==> src/rtl/memory_controller_pkg.sv <==
// Shared global parameters for the memory path: widths, op codes, controller
// state encoding and the per-op access size.
package memory_controller_pkg;

  localparam int XLEN           = 32;
  localparam int ROB_SIZE_WIDTH = 4;
  localparam int INST_OP_WIDTH  = 6;

  localparam logic [INST_OP_WIDTH-1:0] OP_LB  = 6'd1;
  localparam logic [INST_OP_WIDTH-1:0] OP_LH  = 6'd2;
  localparam logic [INST_OP_WIDTH-1:0] OP_LW  = 6'd3;
  localparam logic [INST_OP_WIDTH-1:0] OP_LBU = 6'd4;
  localparam logic [INST_OP_WIDTH-1:0] OP_LHU = 6'd5;
  localparam logic [INST_OP_WIDTH-1:0] OP_SB  = 6'd6;
  localparam logic [INST_OP_WIDTH-1:0] OP_SH  = 6'd7;
  localparam logic [INST_OP_WIDTH-1:0] OP_SW  = 6'd8;

  localparam logic [1:0] ST_IDLE  = 2'd0;
  localparam logic [1:0] ST_LOAD  = 2'd1;
  localparam logic [1:0] ST_STORE = 2'd2;
  localparam logic [1:0] ST_FETCH = 2'd3;

  localparam logic [XLEN-1:0] IO_ADDR_A = 32'h0003_0000;
  localparam logic [XLEN-1:0] IO_ADDR_B = 32'h0003_0004;

  function automatic logic [2:0] access_bytes(input logic [INST_OP_WIDTH-1:0] op);
    case (op)
      OP_LB, OP_LBU, OP_SB: access_bytes = 3'd1;
      OP_LH, OP_LHU, OP_SH: access_bytes = 3'd2;
      default:              access_bytes = 3'd4;
    endcase
  endfunction

endpackage

==> src/rtl/memory_controller_load_extend.sv <==
// Widens an assembled little-endian load word to XLEN: sign extension for
// LB/LH, zero extension for LBU/LHU, pass-through for word accesses.
module mem_load_extend
  import memory_controller_pkg::*;
(
  input  logic [INST_OP_WIDTH-1:0] op,
  input  logic [XLEN-1:0]          raw,
  output logic [XLEN-1:0]          data
);

  always_comb begin
    case (op)
      OP_LB:   data = {{24{raw[7]}}, raw[7:0]};
      OP_LBU:  data = {24'd0, raw[7:0]};
      OP_LH:   data = {{16{raw[15]}}, raw[15:0]};
      OP_LHU:  data = {16'd0, raw[15:0]};
      default: data = raw;
    endcase
  end

endmodule

==> src/rtl/memory_controller.sv <==
// Byte-serial RAM controller arbitrating committed stores, loads and fetches.
// Optional MEM_IO_STORE_WAIT_EN holds UART stores in IDLE while io_buffer_full.
module memory_controller
  import memory_controller_pkg::*;
(
  input  logic                      clk,
  input  logic                      rst,
  input  logic                      rdy,
  input  logic                      flush,
  input  logic                      io_buffer_full,
  input  logic                      lsb_mem_enable,
  input  logic [INST_OP_WIDTH-1:0]  lsb_mem_op,
  input  logic [XLEN-1:0]           lsb_mem_addr,
  input  logic [ROB_SIZE_WIDTH-1:0] lsb_mem_id,
  input  logic                      rob_store_enable,
  input  logic [INST_OP_WIDTH-1:0]  rob_store_op,
  input  logic [XLEN-1:0]           rob_store_addr,
  input  logic [XLEN-1:0]           rob_store_data,
  input  logic                      if_enable,
  input  logic [XLEN-1:0]           if_addr,
  input  logic [7:0]                mem_din,
  output logic [7:0]                mem_dout,
  output logic [XLEN-1:0]           mem_a,
  output logic                      mem_wr,
  output logic                      mem_busy,
  output logic                      mem_data_ready,
  output logic [XLEN-1:0]           mem_data,
  output logic [ROB_SIZE_WIDTH-1:0] mem_id,
  output logic                      mem_store_done,
  output logic                      mem_inst_ready,
  output logic [XLEN-1:0]           mem_inst
);

  logic [1:0]                state;
  logic [2:0]                step;
  logic [2:0]                n_bytes;
  logic [INST_OP_WIDTH-1:0]  cur_op;
  logic [XLEN-1:0]           cur_addr;
  logic [XLEN-1:0]           cur_data;
  logic [ROB_SIZE_WIDTH-1:0] cur_id;
  logic                      wr_q;

  logic                      pend_valid;
  logic [INST_OP_WIDTH-1:0]  pend_op;
  logic [XLEN-1:0]           pend_addr;
  logic [ROB_SIZE_WIDTH-1:0] pend_id;

  logic                      st_req;
  logic                      st_wait;
  logic [INST_OP_WIDTH-1:0]  st_op;
  logic [XLEN-1:0]           st_addr;
  logic [XLEN-1:0]           st_data;

`ifdef MEM_IO_STORE_WAIT_EN
  logic                      st_hold;
  logic [INST_OP_WIDTH-1:0]  hold_op;
  logic [XLEN-1:0]           hold_addr;
  logic [XLEN-1:0]           hold_data;

  // A store to the UART ports is parked here until the output buffer drains.
  assign st_req  = rob_store_enable | st_hold;
  assign st_op   = st_hold ? hold_op   : rob_store_op;
  assign st_addr = st_hold ? hold_addr : rob_store_addr;
  assign st_data = st_hold ? hold_data : rob_store_data;
  assign st_wait = st_req && io_buffer_full && (st_addr == IO_ADDR_A || st_addr == IO_ADDR_B);

  always_ff @(posedge clk or posedge rst) begin
    if (rst) begin
      st_hold   <= 1'b0;
      hold_op   <= '0;
      hold_addr <= '0;
      hold_data <= '0;
    end else if (rdy && state == ST_IDLE) begin
      st_hold   <= st_wait;
      hold_op   <= st_op;
      hold_addr <= st_addr;
      hold_data <= st_data;
    end
  end
`else
  logic unused_io_full;
  assign unused_io_full = io_buffer_full;
  assign st_req  = rob_store_enable;
  assign st_op   = rob_store_op;
  assign st_addr = rob_store_addr;
  assign st_data = rob_store_data;
  assign st_wait = 1'b0;
`endif

  logic                      idle;
  logic                      ld_req;
  logic                      accept_st;
  logic                      accept_ld;
  logic                      accept_if;
  logic                      ld_direct;
  logic [INST_OP_WIDTH-1:0]  ld_op;
  logic [XLEN-1:0]           ld_addr;
  logic [ROB_SIZE_WIDTH-1:0] ld_id;

  assign idle      = (state == ST_IDLE);
  assign ld_req    = pend_valid | lsb_mem_enable;
  assign ld_op     = pend_valid ? pend_op   : lsb_mem_op;
  assign ld_addr   = pend_valid ? pend_addr : lsb_mem_addr;
  assign ld_id     = pend_valid ? pend_id   : lsb_mem_id;
  // Committed stores are accepted even during a flush; loads and fetches are not.
  assign accept_st = idle && st_req && !st_wait;
  assign accept_ld = idle && !flush && !st_req && ld_req;
  assign accept_if = idle && !flush && !st_req && !ld_req && if_enable;
  assign ld_direct = accept_ld && !pend_valid;

  assign mem_busy  = !idle || pend_valid || st_wait;
  assign mem_wr    = wr_q & rdy;

  // Read byte (step-2) arrives on mem_din; merge it into the word being built.
  logic [XLEN-1:0] asm_word;
  logic [XLEN-1:0] ext_word;
  logic [7:0]      st_byte;

  always_comb begin
    asm_word = cur_data;
    case (step)
      3'd2:    asm_word[7:0]   = mem_din;
      3'd3:    asm_word[15:8]  = mem_din;
      3'd4:    asm_word[23:16] = mem_din;
      3'd5:    asm_word[31:24] = mem_din;
      default: ;
    endcase
  end

  assign st_byte = cur_data[{step[1:0], 3'b000} +: 8];

  mem_load_extend u_extend (
    .op   (cur_op),
    .raw  (asm_word),
    .data (ext_word)
  );

  always_ff @(posedge clk or posedge rst) begin
    if (rst) begin
      state          <= ST_IDLE;
      step           <= '0;
      n_bytes        <= '0;
      cur_op         <= '0;
      cur_addr       <= '0;
      cur_data       <= '0;
      cur_id         <= '0;
      wr_q           <= 1'b0;
      pend_valid     <= 1'b0;
      pend_op        <= '0;
      pend_addr      <= '0;
      pend_id        <= '0;
      mem_a          <= '0;
      mem_dout       <= '0;
      mem_data_ready <= 1'b0;
      mem_data       <= '0;
      mem_id         <= '0;
      mem_store_done <= 1'b0;
      mem_inst_ready <= 1'b0;
      mem_inst       <= '0;
    end else if (rdy) begin
      mem_data_ready <= 1'b0;
      mem_store_done <= 1'b0;
      mem_inst_ready <= 1'b0;

      if (flush) begin
        pend_valid <= 1'b0;
      end else if (lsb_mem_enable && !ld_direct) begin
        pend_valid <= 1'b1;
        pend_op    <= lsb_mem_op;
        pend_addr  <= lsb_mem_addr;
        pend_id    <= lsb_mem_id;
      end else if (accept_ld) begin
        pend_valid <= 1'b0;
      end

      case (state)
        ST_IDLE: begin
          if (accept_st) begin
            state    <= ST_STORE;
            n_bytes  <= access_bytes(st_op);
            cur_addr <= st_addr;
            cur_data <= st_data;
            step     <= 3'd1;
            mem_a    <= st_addr;
            mem_dout <= st_data[7:0];
            wr_q     <= 1'b1;
          end else if (accept_ld) begin
            state    <= ST_LOAD;
            n_bytes  <= access_bytes(ld_op);
            cur_op   <= ld_op;
            cur_addr <= ld_addr;
            cur_id   <= ld_id;
            cur_data <= '0;
            step     <= 3'd1;
            mem_a    <= ld_addr;
          end else if (accept_if) begin
            state    <= ST_FETCH;
            n_bytes  <= 3'd4;
            cur_op   <= OP_LW;
            cur_addr <= if_addr;
            cur_data <= '0;
            step     <= 3'd1;
            mem_a    <= if_addr;
          end
        end
        ST_STORE: begin
          if (step == n_bytes) begin
            wr_q           <= 1'b0;
            mem_store_done <= 1'b1;
            state          <= ST_IDLE;
          end else begin
            mem_a    <= cur_addr + {29'd0, step};
            mem_dout <= st_byte;
            step     <= step + 3'd1;
          end
        end
        default: begin
          if (flush) begin
            state <= ST_IDLE;
          end else begin
            if (step < n_bytes) mem_a <= cur_addr + {29'd0, step};
            if (step >= 3'd2) cur_data <= asm_word;
            if (step == n_bytes + 3'd1) begin
              state <= ST_IDLE;
              if (state == ST_LOAD) begin
                mem_data_ready <= 1'b1;
                mem_data       <= ext_word;
                mem_id         <= cur_id;
              end else begin
                mem_inst_ready <= 1'b1;
                mem_inst       <= asm_word;
              end
            end else begin
              step <= step + 3'd1;
            end
          end
        end
      endcase
    end
  end

endmodule

==> config.mk <==
export PLATFORM = sky130hd
export DESIGN_NAME = memory_controller
export DESIGN_NICKNAME = d
export VERILOG_FILES = /design/src/rtl/memory_controller_pkg.sv /design/src/rtl/memory_controller_load_extend.sv /design/src/rtl/memory_controller.sv
export SDC_FILE = /design/constraint.sdc
export NUM_CORES = 1
export LEC_CHECK = 0
export CAP_MARGIN = 20
export CELL_PAD_IN_SITES_DETAIL_PLACEMENT = 1
export CELL_PAD_IN_SITES_GLOBAL_PLACEMENT = 2
export CORE_ASPECT_RATIO = 0.7
export CORE_MARGIN = 2
export CORE_UTILIZATION = 32
export CTS_CLUSTER_SIZE = 20
export DETAILED_ROUTE_END_ITERATION = 16
export PLACE_DENSITY = 0.86
export SKIP_LAST_GASP = 1
export SYNTH_ARGS = -nofsm -noshare
export SYNTH_HDL_FRONTEND = slang
export SYNTH_HIERARCHICAL = 1
export SYNTH_SLANG_ARGS = --single-unit
==> constraint.sdc <==
create_clock -name clk -period 9.6 [get_ports clk]
set_input_delay 1.92 -clock clk [delete_from_list [all_inputs] [get_ports clk]]
set_output_delay 1.92 -clock clk [all_outputs]
set_load 0.01 [all_outputs]
==> out/results.ini <==
[cts]
htree_levels = 1
root_buffer = clkbuf_16
cts_sinks = 237
post_cts_resized = 0
post_cts_buffers = 0
worstSkewPairLatency_ns = 0.57
cts.path.max_buffers = 3
cts_tree = done
cts_hold_buf = 0
numCtsBuffers = 28
clk_pin_slew_ns = 0.06

[yosys]
yosys-top-cells-area = dfrtp_1 (45%), mux2_2 (8.8%), mux2i_1 (5.2%)
synthXorXnorAreaFrac_pct = 1.376
avgSynthCellArea_um2 = 9.953
yosys.area_share.adder_pct = 1.290
ys_types = 77
synth-simple-area-share_pct = 13.87
synth_top_cells_by_count = dfrtp_1 (237), nand2_1 (106), mux2_2 (103), nor2_1 (103), o21ai_0 (91)
synth.largest_area_cell = dfrtp_1
synth_top_family_by_area = compound AO/OA/AOI/OAI gates
synth_seq_cells = 237
yosysSeqAreaShare_pct = 44.97
synth_top_area_share_pct = 44.97
synth.most_common_cell = dfrtp_1
ys_warn_count = 6
synth_edf_count = 0
muxShareOfSynthArea_pct = 15.32
synth-main-ff-cell = dfrtp_1
syn_area_um2 = 13190
netlist_instances = 1325
syn-num-nets = 1498
async_flop_share_pct = 100.0
synth_compound_gate_area_share_pct = 17.71

[timing]
max_freq_mhz = 181.2
final_max_slew_viol_count = 0
min_period_over_period_pct = 57.49
worst_clock_skew_ns = 0.02331
maxSlewHeadroom_pct = 28.29
rsz0062_at_grt = false
holdWs_ns = 0.4773
final-hold-violation-count = 0
setup_viol = 0
post-route-min-period_ns = 5.519
worstMarginPinSlew_ns = 1.049
setup_tns_ns = 0

[layout]
drive_gt1_share_pct = 14.16
final_util_pct = 42.39
area_growth_pct = 31.17
fin_nets = 1712

[worst_setup_path]
r2r_slack_ns = 6.11
critPathLaunchType = input pin
rr_worst_depth = 8
regToRegEndpoint = mem_a[27]$_DFFE_PP0P_
critPathCaptureType = output pin
critPathArrivalTime_ns = 3.60
critPathKind = in2out
cp_max_fo = 15
r2r-start = step[0]$_DFFE_PP0P_
worstPathRequired_ns = 7.68

[flow_run]
cap_violations = 0

[drt]
wirelength_um = 49250
avgViaCountPerCell = 5.468
drc = 0
ant_nets = 0
num_vias = 11530
first_pass_iters = 5
drt_iter0_drc = 752
wire_per_inst_um = 23.35

[power_and_ir_drop]
clkPwrFrac_pct = 22.3
p_seq_share_pct = 33.0
internal_power_uw = 3256
p_switching_uw = 2122
p_leak_uw = 0.007379
p_per_area_nw_per_um2 = 310.9
sw_frac_of_total_pct = 39.46
combPwrFrac_pct = 44.6
ir_drop_mv = 0.1468

[min_path]
min_from = mem_inst[1]$_DFFE_PP0P_
min_delay_worst_endpoint = mem_inst[1]$_DFFE_PP0P_
worstHoldPathCells = 2
hp-class = reg2reg

[grt]
overflow = 0
antenna_found_initial = 8
grt_pass1_wl_um = 75260
grt_pass1_vias = 11980
grt_util_all_layers_pct = 22.94
grt_max_degree = 123

[floorplan]
num_rows = 62
ios = 273
initial_core_util_pct = 32.32
die_h_um = 173.8
core_um2 = 40800
fp.dieArea_um2 = 42880
die_width_um = 246.6

[placement]
hpwl_um = 35040
numPortBuffers = 271
gp_congestion = 0.8233

[outcome]
outcome = completed

final cells by class:
| cell class | instances | area, um^2 |
|---|---|---|
| antenna | 4 | 10.01 |
| clock buffer | 40 | 837.1 |
| clock inverter | 12 | 191.4 |
| fill | 4577 | 23510 |
| inverter | 44 | 172.7 |
| multi-input combinational | 932 | 6574 |
| sequential | 237 | 5932 |
| tap | 544 | 680.7 |
| timing repair buffer | 296 | 2900 |
worst max path at each step:
stage                     startpoint                       to  slack (ns)
after floorplan                  rst  cur_addr[0]$_DFFE_PP0P_        1.18
after global placement           rdy                   mem_wr        4.16
after detailed placement         rdy                   mem_wr        4.11
after CTS                        rdy                   mem_wr        4.10
after global routing             rdy                   mem_wr        4.01
final                            rdy                   mem_wr        4.08
state kept, by name, indices dropped and copies added, names as in the netlist, 6 cells and up:
register,cells
mem_data,32
pend_op,6
pend_addr,32
mem_a,32
cur_data,32
mem_inst,32
cur_op,6
cur_addr,32
mem_dout,8
cell usage in the layout, fill, tap and decap left out, types with 34 or more instances in the layout:
master	netlist	layout
mux2i_1	68	68
clkdlybuf4s50_1	0	270
mux2_2	103	103
inv_1	44	43
a21oi_1	58	58
dfrtp_1	237	236
o21ai_0	91	91
a31oi_1	34	34
nor2_1	103	102
nand2_1	106	106
metrics by stage:
| step | area (um^2) | total power [uW] | worst slack (ns) | std cells |
|---|---|---|---|---|
| after global routing | 17300 | 5730 | 4.008 | 2109 |
| after global placement | 16240 | 4068 | 4.165 | 2051 |
| after floorplan | 13190 | 3181 | 1.177 | 1325 |
| after CTS | 17280 | 5405 | 4.097 | 2104 |
| final | 17300 | 5379 | 4.081 | 2109 |
| after detailed placement | 16250 | 4174 | 4.113 | 2052 |
critical path, cell delays in order:
cell and delay [ns]:
clkdlybuf4s50_1 0.84, and2_1 0.22, clkdlybuf4s50_1 0.62
cell families after synthesis:
family | after synthesis
compound gates | 350
xor+xnor | 19
fa+ha+maj | 13
buf+inv | 156
flops | 237
mux | 179
simple gates | 371
routing by layer:
layer	part of all wire [%]	track usage [%]	vias up
met5	0.099	0	-
met4	1.8	4.292	6
met3	6.0	5.402	56
met2	43	33.09	264
met1	49	34.87	5939
li1	-	-	5267
power by group through the flow:
stage	sequential [uW]	clock, uW	combinational (uW)
3_5_place_dp	1790	0	2380
3_3_place_gp	1760	0	2300
4_1_cts	1770	1230	2400
2_1_floorplan	1720	0	1460
5_1_grt	1840	1270	2630
6_report	1780	1200	2400
Note: power is estimated with default switching activity, not from simulation.
